<file path="config.mk">
export PLATFORM = sky130hd
export DESIGN_NAME = arbiter_requester
export DESIGN_NICKNAME = d
export VERILOG_FILES = /design/src/rtl/arbiter_pkg.sv /design/src/rtl/arbiter_req_chan.sv /design/src/rtl/arbiter_requester.sv
export SDC_FILE = /design/constraint.sdc
export NUM_CORES = 1
export LEC_CHECK = 0
export CAP_MARGIN = 20
export CORE_MARGIN = 3
export CORE_UTILIZATION = 43
export DETAILED_ROUTE_END_ITERATION = 8
export PLACE_DENSITY = 0.65
export SLEW_MARGIN = 20
export SYNTH_ARGS = -nofsm -noshare
export SYNTH_HDL_FRONTEND = slang
export SYNTH_HIERARCHICAL = 1
export SYNTH_SLANG_ARGS = --single-unit
</file>
<file path="constraint.sdc">
create_clock -name clk -period 2.8 [get_ports clk]
set_input_delay 0.28 -clock clk [delete_from_list [all_inputs] [get_ports clk]]
set_output_delay 0.28 -clock clk [all_outputs]
set_load 0.03 [all_outputs]
</file>
<file path="src/rtl/arbiter_pkg.sv">
// Shared definitions for the requester front end and the one-hot arbiter:
// default sizing plus the grant-shape check used by both sides.
package arbiter_pkg;

  localparam int N_DEF            = 8;
  localparam int CW_DEF           = 4;
  localparam int TW_DEF           = 8;
  localparam int STARVE_LIMIT_DEF = 200;

  // Widest vector the shape check accepts; callers zero-extend into it.
  localparam int CHK_W = 64;

  // Sticky status bits owned by one request channel.
  typedef struct packed {
    logic overflow;
    logic starve;
  } chan_flags_t;

  // True when at most one bit of v is set (zero or one-hot).
  function automatic logic is_onehot0(input logic [CHK_W-1:0] v);
    return (v & (v - CHK_W'(1))) == '0;
  endfunction

endpackage

</file>
<file path="src/rtl/arbiter_req_chan.sv">
// One client's request channel: pending-request counter, wait-age counter,
// and the overflow / starvation sticky flags for that client.
module arbiter_req_chan
  import arbiter_pkg::*;
#(
  parameter int CW           = CW_DEF,
  parameter int TW           = TW_DEF,
  parameter int STARVE_LIMIT = STARVE_LIMIT_DEF
) (
  input  logic        clk,
  input  logic        nreset,
  input  logic        push,
  input  logic        accept,
  input  logic        clear,
  output logic        request,
  output chan_flags_t flags
);

  localparam logic [CW-1:0] CNT_MAX   = '1;
  localparam logic [TW-1:0] AGE_MAX   = '1;
  localparam logic [TW-1:0] AGE_LIMIT = TW'(STARVE_LIMIT);

  logic [CW-1:0] cnt_q, cnt_d;
  logic [TW-1:0] age_q, age_d;
  logic          overflow_q, overflow_d;
  logic          starve_q, starve_d;
  logic          ovf_set;
  logic          starve_set;

  // Request is a pure decode of the registered count, so there is no
  // combinational path from push or grant back into the arbiter.
  assign request = (cnt_q != '0);

  // Pending count: push adds, accept removes; a push at full count with no
  // accept is dropped and flagged.
  always_comb begin
    cnt_d   = cnt_q;
    ovf_set = 1'b0;
    case ({push, accept})
      2'b10: begin
        if (cnt_q == CNT_MAX) begin
          ovf_set = 1'b1;
        end else begin
          cnt_d = cnt_q + 1'b1;
        end
      end
      2'b01: begin
        if (cnt_q != '0) begin
          cnt_d = cnt_q - 1'b1;
        end
      end
      default: cnt_d = cnt_q;
    endcase
  end

  // Wait age: counts cycles spent requesting without service, saturating.
  always_comb begin
    age_d      = '0;
    starve_set = 1'b0;
    if (request && !accept) begin
      age_d      = (age_q == AGE_MAX) ? age_q : age_q + 1'b1;
      starve_set = (age_d == AGE_LIMIT);
    end
  end

  // Sticky flags: a new set condition beats a simultaneous clear.
  always_comb begin
    overflow_d = (overflow_q & ~clear) | ovf_set;
    starve_d   = (starve_q & ~clear) | starve_set;
  end

  // Channel state registers.
  always_ff @(posedge clk or negedge nreset) begin
    if (!nreset) begin
      cnt_q      <= '0;
      age_q      <= '0;
      overflow_q <= 1'b0;
      starve_q   <= 1'b0;
    end else begin
      cnt_q      <= cnt_d;
      age_q      <= age_d;
      overflow_q <= overflow_d;
      starve_q   <= starve_d;
    end
  end

  assign flags.overflow = overflow_q;
  assign flags.starve   = starve_q;

endmodule

</file>
<file path="src/rtl/arbiter_requester.sv">
// Requester-side front end for the fixed-priority one-hot arbiter.
// Turns per-client push pulses into level requests, validates the returned
// grant, and reports service, overflow, starvation and protocol errors.
module arbiter_requester
  import arbiter_pkg::*;
#(
  parameter int N            = N_DEF,
  parameter int CW           = CW_DEF,
  parameter int TW           = TW_DEF,
  parameter int STARVE_LIMIT = STARVE_LIMIT_DEF
) (
  input  logic         clk,
  input  logic         nreset,
  input  logic [N-1:0] push,
  input  logic         clear,
  output logic [N-1:0] request,
  input  logic [N-1:0] grant,
  output logic [N-1:0] served,
  output logic [N-1:0] overflow,
  output logic [N-1:0] starve,
  output logic         proto_err
);

  logic [N-1:0] accept;
  logic         grant_legal;
  logic [N-1:0] served_q, served_d;
  logic         proto_err_q, proto_err_d;
  chan_flags_t  chan_flags [N];

  // A grant is usable only if it is zero/one-hot and targets a requester;
  // otherwise the whole vector is discarded for this cycle.
  always_comb begin
    grant_legal = is_onehot0(CHK_W'(grant)) && ((grant & ~request) == '0);
    accept      = grant_legal ? (grant & request) : '0;
  end

  // Next-state for the served pulse and the sticky protocol-error flag.
  always_comb begin
    served_d    = accept;
    proto_err_d = (proto_err_q & ~clear) | ~grant_legal;
  end

  // Top-level registers.
  always_ff @(posedge clk or negedge nreset) begin
    if (!nreset) begin
      served_q    <= '0;
      proto_err_q <= 1'b0;
    end else begin
      served_q    <= served_d;
      proto_err_q <= proto_err_d;
    end
  end

  genvar gi;
  generate
    for (gi = 0; gi < N; gi++) begin : g_chan
      arbiter_req_chan #(
        .CW           (CW),
        .TW           (TW),
        .STARVE_LIMIT (STARVE_LIMIT)
      ) u_chan (
        .clk     (clk),
        .nreset  (nreset),
        .push    (push[gi]),
        .accept  (accept[gi]),
        .clear   (clear),
        .request (request[gi]),
        .flags   (chan_flags[gi])
      );
      assign overflow[gi] = chan_flags[gi].overflow;
      assign starve[gi]   = chan_flags[gi].starve;
    end
  endgenerate

  assign served    = served_q;
  assign proto_err = proto_err_q;

endmodule
</file>
==> reports/results.txt <==
The detailed-routing iteration count for the pre-antenna-repair pass came out at 4. The number of vias after detailed routing is 5872. Counting the fill cells in the layout gives 1363. Setup repair after global routing could not meet its margin everywhere. The tools report the endpoint type of the worst setup path as a flip-flop.

In this run, distinct cell masters in the synthesized netlist total 42. For the fraction of met2 tracks used by global routing, the log shows 31.6%. CTS built an H-tree with a depth of 4.

The run gives 6014 as the number of global-route vias before repair. The flow ran to the end, and the final reports show no timing, DRC or antenna violations. Least setup slack across all paths after layout: 59.6 ps.

The width of the die came out at 138 um. For met3 alone, demand over resource in global routing was 4.71%. Synthesis produced a netlist whose cell count is 740. The tools report the initial core utilization as 44.4%. The initial antenna violation count came out at 0.

At the end of the flow, the number of nets in the layout was 932. Dividing the detail-routed wire length by the instance count gives 15.4 um. The total routing usage reported by global routing is 19.2%. For hold timing, the worst endpoint is served[3]. The clock tree skew after final layout was 10.0 ps; the standard cell core area was 16800 um2.

The setup check on the worst reg-to-reg path leaves a slack of 80 ps. TritonCTS built the clock tree. After the first detailed-routing iteration, the DRC count stood at 302. After legalization and detailed placement, the total HPWL measured 12.3 mm.

Based on the critical path, the design can be clocked at up to 365 MHz. Dividing the detail-routed via count by the number of cells gives 5.27. The count of final setup violators is 0. The count of cells along the worst hold path was 4. The average instance in the mapped netlist occupies 10.1 um2.

52 I/O pins were placed. STA classifies the critical path startpoint as a primary input. Before CTS, the worst setup slack after placement is -657 ps.

After clock tree synthesis, the clock-pin slew on the worst setup and hold paths is 50 ps. The critical path class was in -> reg. Entering global routing, the biggest net connects 63 pins.

The overall routed net length was 17.1 mm. STA puts the critical path data required time at 3130 ps. Synthesis produced a netlist with a net count of 791. For the pin with the worst max-slew slack, the measured transition is 489 ps.

The shortest clock period the worst path allows after layout was 2740 ps; the number of nets with antenna violations after routing was 0. Measured in cells, the most critical reg-to-reg path has a length of 12. The longest clock path from root to sink contains 2 buffers. The run gives 25.4% as the met1 track demand over resource.

Of the cells placed in the final design, the portion with a size suffix greater than 1 is 28.5%. Dividing the final minimum period by the clock period gives 97.9%. For the max-slew violation count, the log shows 0. After detailed placement, the total cell area comes to 8820 um2. The floorplan die height is 138 um. At the end of the flow the core is filled with cells to 58.5%. Summing every instance area after synthesis gives 7450 um2. In this run the critical register-to-register path is launched from g_chan[6].u_chan/cnt_q[1].

Global-route layer with the greatest usage: met2. The worst hold path begins at grant[3]. The logs give 18900 um2 for the overall die area and 0 for the reported max-cap violation count. The clock insertion delay at the later pin of the skew report came out at 410 ps.

The first-pass GRT wire length was 28.9 mm. During placement, the flow inserted port buffers numbering 51. Clock tree synthesis selected as its root buffer the cell sky130_fd_sc_hd__clkbuf_16.

The data arrival time of the critical path is 3070 ps. Type of the tightest min-delay check: in -> reg. The number of antenna diodes in the final layout is 0.

At the end of routability-driven placement, the weighted congestion stood at 0.901. After global routing the overflow that remains totals 0. The leakage power figure was 4.52 nW; the maximum net fanout on the critical path was 5. Cell area after layout: 9800 um2.

For this design the ratio of total power to cell area is 939 nW/um2. The DRC violations left is 0. In this run, CTS created clock tree buffers numbering 17. During synthesis, Yosys emitted a total of 6 warnings. Reg-to-reg endpoint: g_chan[5].u_chan/cnt_q[3].

The floorplan has 47 rows. The clock net in this run drives a total of 121 sinks. The share of the Yosys chip area taken by registers is 40.7%. The run gives 0.000629 V as the maximum VDD drop.

The final-report hold violation count is 0, and the worst-case headroom to the max-slew limit is 67.3%. The area growth from synthesis to final layout works out to 31.6%. The flop and latch count out of synthesis was 121.
==> layout make-up <==
class	instances	area, um2	area share [%]
Multi-Input combinational cell	523	4350	44.4
Sequential cell	121	3030	30.9
Timing Repair Buffer	161	1370	14.0
Clock buffer	23	468	4.77
Tap cell	220	275	2.81
Inverter	57	214	2.18
Clock inverter	9	97.6	0.996
==> metal layers <==
metal	up-vias	share of wire, %
met4	0	1.4
li1	2866	-
met3	23	4.5
met1	2854	44
met2	129	50
met5	-	0
==> sequential cells by signal, indices dropped and copies added (netlist names) <==
signal                    count
g_chan.u_chan/cnt_q          32
g_chan.u_chan/starve_q        8
g_chan.u_chan/overflow_q      8
g_chan.u_chan/age_q          64
served                        8
proto_err                     1
==> cells in the final DEF (no fill, tap or decap), types with 13 or more instances in the layout <==
cell type	n
sky130_fd_sc_hd__dfrtp_1	121
sky130_fd_sc_hd__buf_4	103
sky130_fd_sc_hd__inv_1	51
sky130_fd_sc_hd__clkdlybuf4s50_1	46
sky130_fd_sc_hd__nand2b_1	42
sky130_fd_sc_hd__a21oi_1	32
sky130_fd_sc_hd__nor2_1	32
sky130_fd_sc_hd__xnor2_1	32
sky130_fd_sc_hd__mux2i_1	32
sky130_fd_sc_hd__nand2_1	30
sky130_fd_sc_hd__nand3_1	24
sky130_fd_sc_hd__and3_1	24
sky130_fd_sc_hd__nor2b_1	17
sky130_fd_sc_hd__clkbuf_16	17
sky130_fd_sc_hd__nand4_1	16
sky130_fd_sc_hd__nor3_1	16
sky130_fd_sc_hd__or2_2	16
sky130_fd_sc_hd__xor2_1	16
sky130_fd_sc_hd__ha_4	13
==> through the flow <==
stage	instances	power [W]	hold slack, ps	TNS [ps]
2_1_floorplan	740	0.00575	-15.6	-612
3_3_place_gp	1066	0.00664	264	-11000
3_5_place_dp	1066	0.00683	258	-14290
4_1_cts	1110	0.00914	307	-18.2
5_1_grt	1114	0.00995	325	-304
6_report	1114	0.00920	327	0
==> synthesized netlist by cell type (all sizes together) <==
| cell | n | area share, % |
|---|---|---|
| a2111oi | 2 | 0.24 |
| a21o | 8 | 0.81 |
| a21oi | 41 | 2.8 |
| a22o | 1 | 0.12 |
| a22oi | 8 | 0.81 |
| and2 | 8 | 0.67 |
| and3 | 24 | 2.0 |
| and4 | 8 | 0.94 |
| buf | 32 | 3.6 |
| clkbuf | 8 | 0.40 |
| dfrtp | 121 | 41 |
| fa | 8 | 2.2 |
| ha | 24 | 4.0 |
| inv | 57 | 2.9 |
| mux2 | 8 | 1.6 |
| mux2i | 32 | 4.3 |
| nand2 | 46 | 3.4 |
| nand2b | 42 | 3.5 |
| nand3 | 24 | 1.6 |
| nand3b | 2 | 0.20 |
| nand4 | 17 | 1.5 |
| nor2 | 33 | 1.7 |
| nor2b | 21 | 1.8 |
| nor3 | 16 | 1.1 |
| nor3b | 9 | 0.91 |
| nor4 | 15 | 1.3 |
| o211a | 8 | 1.1 |
| o21ai | 8 | 0.54 |
| o221ai | 8 | 0.94 |
| o22ai | 8 | 0.67 |
| o31ai | 2 | 0.20 |
| o32ai | 9 | 2.0 |
| or2 | 16 | 1.3 |
| or3 | 8 | 1.2 |
| or4 | 10 | 1.5 |
| xnor2 | 32 | 3.8 |
| xor2 | 16 | 1.9 |
==> worst max-delay path: stages <==
cell and delay (ps):
sky130_fd_sc_hd__clkdlybuf4s15_2 200, sky130_fd_sc_hd__or4_4 520, sky130_fd_sc_hd__buf_6 150, sky130_fd_sc_hd__nor3b_4 260, sky130_fd_sc_hd__nor2_4 60, sky130_fd_sc_hd__buf_12 150, sky130_fd_sc_hd__nor4_4 260, sky130_fd_sc_hd__nand2b_1 140
sky130_fd_sc_hd__inv_2 110, sky130_fd_sc_hd__ha_4 200, sky130_fd_sc_hd__a21o_1 180, sky130_fd_sc_hd__a21oi_2 140, sky130_fd_sc_hd__mux2i_1 240, sky130_fd_sc_hd__xor2_1 160
==> worst max-delay path by stage <==
stage | from | end | slack, ps | cells past startpoint
after floorplan | g_chan[6].u_chan/cnt_q[0] | g_chan[0].u_chan/cnt_q[3] | -80 | 11
after global placement | grant[0] | g_chan[1].u_chan/cnt_q[3] | -520 | 13
after detailed placement | grant[0] | g_chan[3].u_chan/cnt_q[3] | -660 | 13
after CTS | g_chan[5].u_chan/cnt_q[2] | g_chan[0].u_chan/cnt_q[3] | -20 | 14
after global routing | g_chan[3].u_chan/cnt_q[3] | g_chan[6].u_chan/cnt_q[3] | -70 | 13
final | grant[2] | g_chan[2].u_chan/cnt_q[3] | 60 | 14
==> cells by family (layout without fill, tap and decap cells) <==
| kind of cell | after synthesis | count (layout) | synth area share, % |
|---|---|---|---|
| multiplexers | 40 | 40 | 5.92 |
| AND/OR/NAND/NOR | 299 | 300 | 24.6 |
| AO/OA/AOI/OAI | 103 | 103 | 10.1 |
| XOR/XNOR | 48 | 48 | 5.65 |
| buffers and inverters | 97 | 250 | 6.91 |
| adder cells (fa/ha/maj) | 32 | 32 | 6.18 |
| flip-flops | 121 | 121 | 40.7 |
==> power breakdown <==
group,switching (W),internal (W)
registers,0.000687,0.00239
clock network,0.000752,0.00135
logic,0.00195,0.00208
total,0.00339,0.00581
==> repair_timing <==
action | CTS | global route
gates cloned | 1 | 0
endpoints found under the setup margin | 23 | 12
endpoints found under the hold margin | 30 | 0
pin swaps | 16 | 30
hold buffers | 1 | 0
setup buffers | 12 | 5
gates resized for setup | 35 | 24
(Power assumes the default switching activity.)
